--- src/rtl/vga_text_ctrl.sv ---
// 640x480@60 VGA timing and character-grid walker feeding the ASCII pixel renderer.
// Stage 0 owns the counters and text_addr; stage 1 outputs line up with text_rdata.
module vga_text_ctrl #(
    parameter int H_ACTIVE     = 640,
    parameter int H_FP         = 16,
    parameter int H_SYNC       = 96,
    parameter int H_BP         = 48,
    parameter int V_ACTIVE     = 480,
    parameter int V_FP         = 10,
    parameter int V_SYNC       = 2,
    parameter int V_BP         = 33,
    parameter int CHAR_W       = 9,
    parameter int CHAR_H       = 16,
    parameter int COLS         = 70,
    parameter int ROWS         = 30,
    parameter int BLINK_FRAMES = 30
) (
    input  logic        pclk,
    input  logic        rst,
    input  logic        cursor_en,
    input  logic [6:0]  cur_col,
    input  logic [4:0]  cur_row,
    output logic [11:0] text_addr,
    input  logic [7:0]  text_rdata,
    output logic [7:0]  char,
    output logic [3:0]  h_font,
    output logic [3:0]  v_font,
    output logic        c_valid,
    output logic        cursor,
    output logic        hsync,
    output logic        vsync,
    output logic        frame_start
);

    localparam int H_TOTAL = H_ACTIVE + H_FP + H_SYNC + H_BP;
    localparam int V_TOTAL = V_ACTIVE + V_FP + V_SYNC + V_BP;

    localparam logic [9:0]  H_LAST      = 10'(H_TOTAL - 1);
    localparam logic [9:0]  V_LAST      = 10'(V_TOTAL - 1);
    localparam logic [9:0]  TEXT_W      = 10'(COLS * CHAR_W);
    localparam logic [9:0]  TEXT_H      = 10'(ROWS * CHAR_H);
    localparam logic [9:0]  TEXT_W_LAST = 10'(COLS * CHAR_W - 1);
    localparam logic [9:0]  TEXT_H_LAST = 10'(ROWS * CHAR_H - 1);
    localparam logic [9:0]  HS_FIRST    = 10'(H_ACTIVE + H_FP);
    localparam logic [9:0]  HS_LAST     = 10'(H_ACTIVE + H_FP + H_SYNC - 1);
    localparam logic [9:0]  VS_FIRST    = 10'(V_ACTIVE + V_FP);
    localparam logic [9:0]  VS_LAST     = 10'(V_ACTIVE + V_FP + V_SYNC - 1);
    localparam logic [3:0]  FONT_W_LAST = 4'(CHAR_W - 1);
    localparam logic [3:0]  FONT_H_LAST = 4'(CHAR_H - 1);
    localparam logic [11:0] COLS_STEP   = 12'(COLS);
    localparam logic [5:0]  BLINK_LAST  = 6'(BLINK_FRAMES - 1);

    // stage 0
    logic [9:0]  h_cnt_q, h_cnt_d;
    logic [9:0]  v_cnt_q, v_cnt_d;
    logic [3:0]  hf_q, hf_d;
    logic [3:0]  vf_q, vf_d;
    logic [6:0]  col_q, col_d;
    logic [4:0]  row_q, row_d;
    logic [11:0] row_base_q, row_base_d;
    logic [5:0]  frame_cnt_q, frame_cnt_d;
    logic        blink_on_q, blink_on_d;
    // stage 1 and sync delay line
    logic [3:0]  h_font_q, h_font_d;
    logic [3:0]  v_font_q, v_font_d;
    logic        c_valid_q, c_valid_d;
    logic        cursor_q, cursor_d;
    logic [1:0]  hs_pipe_q, hs_pipe_d;
    logic [1:0]  vs_pipe_q, vs_pipe_d;

    logic line_end, frame_end, valid0, next_line_text, hs_raw, vs_raw;

    always_comb begin
        line_end       = (h_cnt_q == H_LAST);
        frame_end      = line_end && (v_cnt_q == V_LAST);
        valid0         = (h_cnt_q < TEXT_W) && (v_cnt_q < TEXT_H);
        next_line_text = (v_cnt_q == V_LAST) || (v_cnt_q < TEXT_H_LAST);
        hs_raw         = !((h_cnt_q >= HS_FIRST) && (h_cnt_q <= HS_LAST));
        vs_raw         = !((v_cnt_q >= VS_FIRST) && (v_cnt_q <= VS_LAST));

        h_cnt_d     = line_end ? 10'd0 : h_cnt_q + 10'd1;
        v_cnt_d     = v_cnt_q;
        hf_d        = hf_q;
        vf_d        = vf_q;
        col_d       = col_q;
        row_d       = row_q;
        row_base_d  = row_base_q;
        frame_cnt_d = frame_cnt_q;
        blink_on_d  = blink_on_q;

        if (line_end) begin
            v_cnt_d = (v_cnt_q == V_LAST) ? 10'd0 : v_cnt_q + 10'd1;
        end

        // The last text pixel does not advance, so text_addr holds the final cell outside the area.
        if (valid0 && (h_cnt_q != TEXT_W_LAST)) begin
            if (hf_q == FONT_W_LAST) begin
                hf_d  = 4'd0;
                col_d = col_q + 7'd1;
            end else begin
                hf_d = hf_q + 4'd1;
            end
        end
        if (line_end && next_line_text) begin
            hf_d  = 4'd0;
            col_d = 7'd0;
        end

        if (line_end && (v_cnt_q < TEXT_H_LAST)) begin
            if (vf_q == FONT_H_LAST) begin
                vf_d       = 4'd0;
                row_d      = row_q + 5'd1;
                row_base_d = row_base_q + COLS_STEP;
            end else begin
                vf_d = vf_q + 4'd1;
            end
        end

        // Counting frame wraps: the frame right after reset release is frame 0 of the first on phase.
        if (frame_end) begin
            vf_d       = 4'd0;
            row_d      = 5'd0;
            row_base_d = 12'd0;
            if (frame_cnt_q == BLINK_LAST) begin
                frame_cnt_d = 6'd0;
                blink_on_d  = !blink_on_q;
            end else begin
                frame_cnt_d = frame_cnt_q + 6'd1;
            end
        end

        h_font_d  = hf_q;
        v_font_d  = vf_q;
        c_valid_d = valid0;
        cursor_d  = cursor_en && blink_on_q && valid0 && (col_q == cur_col) && (row_q == cur_row);
        hs_pipe_d = {hs_pipe_q[0], hs_raw};
        vs_pipe_d = {vs_pipe_q[0], vs_raw};
    end

    always_ff @(posedge pclk) begin
        if (!rst) begin
            h_cnt_q     <= 10'd0;
            v_cnt_q     <= 10'd0;
            hf_q        <= 4'd0;
            vf_q        <= 4'd0;
            col_q       <= 7'd0;
            row_q       <= 5'd0;
            row_base_q  <= 12'd0;
            frame_cnt_q <= 6'd0;
            blink_on_q  <= 1'b1;
            h_font_q    <= 4'd0;
            v_font_q    <= 4'd0;
            c_valid_q   <= 1'b0;
            cursor_q    <= 1'b0;
            hs_pipe_q   <= 2'b11;
            vs_pipe_q   <= 2'b11;
        end else begin
            h_cnt_q     <= h_cnt_d;
            v_cnt_q     <= v_cnt_d;
            hf_q        <= hf_d;
            vf_q        <= vf_d;
            col_q       <= col_d;
            row_q       <= row_d;
            row_base_q  <= row_base_d;
            frame_cnt_q <= frame_cnt_d;
            blink_on_q  <= blink_on_d;
            h_font_q    <= h_font_d;
            v_font_q    <= v_font_d;
            c_valid_q   <= c_valid_d;
            cursor_q    <= cursor_d;
            hs_pipe_q   <= hs_pipe_d;
            vs_pipe_q   <= vs_pipe_d;
        end
    end

    assign text_addr   = row_base_q + {5'd0, col_q};
    assign char        = text_rdata;
    assign h_font      = h_font_q;
    assign v_font      = v_font_q;
    assign c_valid     = c_valid_q;
    assign cursor      = cursor_q;
    assign hsync       = hs_pipe_q[1];
    assign vsync       = vs_pipe_q[1];
    assign frame_start = rst && (h_cnt_q == 10'd0) && (v_cnt_q == 10'd0);

endmodule

--- config.mk ---
export PLATFORM = sky130hd
export DESIGN_NAME = vga_text_ctrl
export DESIGN_NICKNAME = d
export VERILOG_FILES = /design/src/rtl/vga_text_ctrl.sv
export SDC_FILE = /design/constraint.sdc
export NUM_CORES = 1
export LEC_CHECK = 0
export BUFFER_PORTS_ARGS = -buffer_cell sky130_fd_sc_hd__buf_4
export CAP_MARGIN = 20
export CORE_MARGIN = 1.5
export CORE_UTILIZATION = 45
export CTS_BUF_LIST = sky130_fd_sc_hd__clkbuf_8
export DETAILED_ROUTE_END_ITERATION = 10
export PLACE_DENSITY = 0.64
export SLEW_MARGIN = 10
export SYNTH_ARGS = -nofsm -noshare
export SYNTH_HDL_FRONTEND = slang
export SYNTH_SLANG_ARGS = --single-unit
--- constraint.sdc ---
create_clock -name pclk -period 4.8 [get_ports pclk]
set_clock_uncertainty 0.05 [all_clocks]
set_input_delay 0.48 -clock pclk [delete_from_list [all_inputs] [get_ports pclk]]
set_output_delay 0.48 -clock pclk [all_outputs]
set_load 0.01 [all_outputs]
# After elaboration in Yosys (flattened, before gate mapping)
# Index checks and enable logic that the tools add are counted.
op_classes:
  eq_ne: 8
  reduce_logical: 25
  add_sub_neg: 9
  bitwise_logic: 1
  mux: 4
  magnitude_cmp: 7
ops:
  columns: ["cell", "n"]
  rows:
  - ["10-bit by 1-bit adder with 10-bit output, second input constant", 2]
  - ["10-bit equality test, second input constant", 2]
  - ["10-bit logical NOT", 2]
  - ["10-bit by 9-bit less-than comparator with 1-bit output, second input constant", 2]
  - ["1-bit logical AND", 13]
  - ["12-bit by 7-bit adder with 12-bit output", 1]
  - ["12-bit by 7-bit adder with 12-bit output, second input constant", 1]
  - ["10-bit greater-or-equal comparator, second input constant", 1]
  - ["10-bit by 9-bit greater-or-equal comparator with 1-bit output, second input constant", 1]
  - ["10-bit less-or-equal comparator, second input constant", 1]
  - ["10-bit by 9-bit less-or-equal comparator with 1-bit output, second input constant", 1]
  - ["10-bit less-than comparator, second input constant", 1]
  - ["10-bit two-way mux", 1]
  - ["10-bit != test, second input constant", 1]
  - ["4-bit by 1-bit adder with 4-bit output, second input constant", 2]
  - ["4-bit equality test, second input constant", 2]
  - ["4-bit two-way mux", 2]
  - ["7-bit by 1-bit adder with 7-bit output, second input constant", 1]
  - ["7-bit equality test", 1]
  - ["6-bit by 1-bit adder with 6-bit output, second input constant", 1]
  - ["6-bit by 5-bit equality test with 1-bit output, second input constant", 1]
  - ["6-bit two-way mux", 1]
  - ["2-bit AND reduction", 3]
  - ["2-bit OR reduction", 3]
  - ["other kinds (5)", 7]
word_totals:
  regBits: 73
  inputBits: 23
  word_cells: 69

# Longest topological paths before layout
depth:
  depth_word: 5
  mapped_depth: 9

# Worst setup path after synthesis
# Ideal clock, no wire load.
synth_path:
  kind: "register to output"
  start: "reg col_q[1]"
  end: "out text_addr[11]"
  path_stages_with_launch: 7
  arrival_ns: 1.966
  slack_ns: 2.304
  path_buffers: 0
  t_required_ns: 4.270
  path_cell_list: "dfxtp_1 ha_1 fa_1 a21o_1 a21oi_1 o21bai_1 o311ai_0"
synth_via:
  elab_chain_cells: 1
synth_lines:
  columns: ["element", "line_no", "text"]
  rows:
  - ["from (decl)", "58", "logic [6:0] col_q, col_d;"]
  - ["from (signal assigned)", "162", "col_q <= col_d;"]
  - ["12-bit by 7-bit adder with 12-bit output", "176", "assign text_addr = row_base_q + {5'd0, col_q};"]
  - ["to (decl)", "23", "output logic [11:0] text_addr,"]
# No other way between the ends.

# Worst setup path after layout
layout_path:
  start: "reg h_cnt_q[0]"
  end: "reg row_base_q[8]"
layout_via:
  elab_chain_cells: 3
  elab_cells_between_ends: 5
  classes_between: "eq/ne (1); reduce/logical (4)"
layout_lines:
  columns: ["element", "line_no", "text"]
  rows:
  - ["from (decl)", "54", "logic [9:0] h_cnt_q, h_cnt_d;"]
  - ["from (signal assigned)", "158", "h_cnt_q <= h_cnt_d;"]
  - ["10-bit equality test *", "74", "line_end = (h_cnt_q == H_LAST);"]
  - ["1-bit logical AND (on tied branches)", "109, 75", null]
  - ["2-bit AND reduction (no line) or 2-bit OR reduction (tied branches)", null, null]
  - ["to (signal assigned)", "164", "row_base_q <= row_base_d;"]
  - ["to (decl)", "60", "logic [11:0] row_base_q, row_base_d;"]
# Mark *: on every way between the ends. The rest lies on a longest branch, timed or not.
# A chain may end at the register's enable or synchronous reset.

==> summary.md <==
| Metric | Value |
|---|---|
| CP max FO | 23 |
| Crit path max-delay family | simple AND/OR/NAND/NOR gates |
| Rows | 33 |
| Relative slew slack | 0.452 |
| Register bit total from synthesis | 72 |
| Number of synthesized flops with an enable pin | 0 |
| Post-CTS Hold Buffers | 0 |
| R2r endpoint | row_base_q[8]$_SDFFE_PP0P_ |
| Starting Density | 0.467 |
| Crit-path max cell delay | 710 ps |
| Final Wtd Congestion | 0.817 |
| Total track usage | 0.188 |
| Worst Path Class, Setup | flop to flop |
| Routed vias/inst | 5.41 |
| Slew of the pin with the lowest slew margin | 819 ps |
| Total power | 1.19 mW |
| Worst R2R Start | h_cnt_q[0]$_SDFF_PP0_ |
| Die area | 9080 um2 |
| Post-Layout Cell Count | 579 |
| CTS tree | yes |
| CTS root buf | clkbuf_8 |
| Xor/xnor share of the synthesized area | 0.105 |
| Number of global-route vias before repair | 2,899 |
| Hold Path Class | flop to flop |
| Async SR Flop Fraction | 0 |
| Post-DR wirelength/cell | 13.7 um |
| Hold endpoint | hs_pipe_q[1]$_SDFF_PN1_ |
| Die height | 95.3 um |
| Post-Syn Nets | 491 |
| Worst path slowest cell | nand3_1 |
| Critical path endpoint category | flop |
| CTS Buf Count | 9 |
| Layout cells sized above 1 | 0.129 |
| Mux share of post-synthesis cell area | 0.0104 |
| Grt total ovfl | 0 |
| Sum Neg Setup Slack | 0 ps |
| Iteration count of the initial detailed-routing pass | 4 |
| Met2 WL | 3560 um |
| Setup Viol. Count Final | 0 |
| Leak | 1.68 nW |
| Core region area | 8220 um2 |
| Main combinational cell family by area after synthesis | simple AND/OR/NAND/NOR gates |
| PwrDens | 274 nW/um2 |
| Critical path buffer and inverter count | 0 |
| Drt total wl | 7910 um |
| Post-Synth Simple-Gate Area | 0.267 |
| Clock transition at path regs | 80 ps |
| Clk sinks | 72 |
| Die Width | 95.3 um |
| # nets final | 512 |
| Antenna diodes | 0 |
| Final hold violations | 0 |
| Synthesized area | 3830 um2 |
| Slew Limit Fails | 0 |
| Startpoint types | flop |
| DR WL met3 | 295 um |
| Area Overhead vs Synth | 13.1% |
| Routed Antenna Nets | 0 |
| DRC | 0 |
| Port bufs | 39 |
| Outcome | complete, no violations |
| DRT met1 WL | 3880 um |
| Data required time of the critical path | 5030 ps |
| F_max | 322 MHz |
| Worst vdd ir | 0.153 mV |
| RSZ-0062 raised after global routing | false |
| Pin count of the biggest net entering global routing | 31 |
| Arr. time, crit path | 3330 ps |
| Inst Count DP | 563 |
| Post-CTS setup buffers | 0 |
| First-pass GRT wire length | 13,400 um |
| Synth Flop Type | dfxtp_1 |
| Deepest clock path buffer count | 2 |
| Final period util | 0.647 |
| Cts repair resizes | 0 |
| Hold_sp | hs_pipe_q[0]$_SDFF_PN1_ |
| DP HPWL | 5720 um |
| Distinct cells, synth | 53 |
| Initial DRC Count | 165 |
| Initial antenna violation count | 0 |
| Total of max-cap violations | 0 |
| Highest routed layer | met4 |
| Post-synthesis adder-cell area fraction | 0.0672 |
| Worst R2R Path Depth | 6 |
| Critical Path Most Common Cell | and4_1 |
| Via count | 3,134 |
| YS warnings | 0 |
| Avg Inst Size Synth | 8.56 um2 |
| Fin util | 0.528 |
| FF-to-FF setup slack | 1690 ps |
| Htree depth | 3 |
| Cells after Synth | 448 |
| I/O pins | 56 |
| Most frequent cells in the layout | dfxtp_1 (72), nor2_1 (41), buf_4 (40), nand2_1 (33), xnor2_1 (32) |
| Share of the yosys chip area belonging to registers | 0.376 |
| Hold path depth | 1 |
| Post-route minimum period | 3110 ps |
| Commonest non-fill, non-tap cell in the layout | dfxtp_1 |
| Worst path cell trace | ha_1 > and4_1 > and4_1 > nand3_1 > or4_1 > a21oi_1 |
| Clk_lat worst skew | 350 ps |
| Synth Area in Compound Gates | 0.116 |
-- cells by family after synthesis --
logic type,after synthesis
compound gates,69
fa+ha+maj,20
mux,4
simple gates,188
flops,72
buf+inv,49
xor+xnor,46
-- worst reg2reg max path, stage by stage, from the launching register on --
cell	delay, ps
dfxtp_1	400
ha_1	230
and4_1	270
and4_1	530
nand3_1	710
or4_1	710
a21oi_1	140
-- cell usage after synthesis (6+ instances only) --
cell,instances,share of area
a21oi_1,23,0.030
and2_1,14,0.023
and3_1,9,0.015
buf_4,9,0.018
clkbuf_1,14,0.014
dfxtp_1,72,0.38
ha_1,19,0.062
inv_1,19,0.019
nand2_1,33,0.032
nand3_1,16,0.021
nand4_1,15,0.024
nor2_1,41,0.040
nor3_1,9,0.012
nor3b_1,6,0.012
o21ai_0,12,0.016
o31ai_1,9,0.018
or3_1,6,0.0098
or4_1,10,0.020
xnor2_1,32,0.073
xor2_1,14,0.032
-- state kept, by name (all words and copies together) (netlist names) --
signal       count
h_font           4
v_cnt_q         10
row_base_q      11
vs_pipe_q        2
hs_pipe_q        2
col_q            7
h_font_d         4
v_font_d         4
row_q            5
blink_on_q       1
h_cnt_q         10
c_valid          1
v_font           4
cursor           1
frame_cnt_q      6
-- cell type report --
type | count | area (um2)
Clock buffer | 9 | 124
Clock inverter | 7 | 95.1
Fill cell | 787 | 3880
Inverter | 19 | 71.3
Multi-Input combinational cell | 327 | 2170
Sequential cell | 72 | 1440
Tap cell | 105 | 131
Timing Repair Buffer | 40 | 300
-- how the worst max path moves through the flow --
stage / startpoint / endpoint / slack, ps / cells after the start
4_1_cts: h_cnt_q[0]$_SDFF_PP0_ / row_base_q[5]$_SDFFE_PP0P_ / 1730 / 6
5_1_grt: h_cnt_q[1]$_SDFF_PP0_ / row_q[4]$_SDFFE_PP0P_ / 1390 / 6
3_5_place_dp: h_cnt_q[0]$_SDFF_PP0_ / row_base_q[8]$_SDFFE_PP0P_ / 1750 / 6
6_report: h_cnt_q[0]$_SDFF_PP0_ / row_base_q[8]$_SDFFE_PP0P_ / 1690 / 6
3_3_place_gp: h_cnt_q[0]$_SDFF_PP0_ / row_base_q[10]$_SDFFE_PP0P_ / 1870 / 6
2_1_floorplan: col_q[1]$_SDFFE_PP0P_ / text_addr[11] / 2300 / 6
-- stage by stage --
stage	hold WS [ps]	setup slack (ps)	instance area, um2
floorplan	336	2300	3830
global placement	348	1870	4120
detailed placement	343	1750	4120
CTS	363	1730	4340
global route	381	1390	4340
finish	361	1690	4340
-- power breakdown --
| part | internal [mW] | total, mW | switching [mW] | leakage [nW] |
|---|---|---|---|---|
| clock network | 0.293 | 0.529 | 0.236 | 0.110 |
| registers | 0.603 | 0.609 | 0.00642 | 0.582 |
| logic | 0.0239 | 0.0494 | 0.0254 | 0.993 |
-- layer usage --
metal  vias to the layer above  GRT usage
li1                       1609          -
met1                      1460      0.242
met2                        48      0.300
met3                        17     0.0486
met4                         0     0.0746
met5                         -          0
Power figures use the tool's default switching activity.
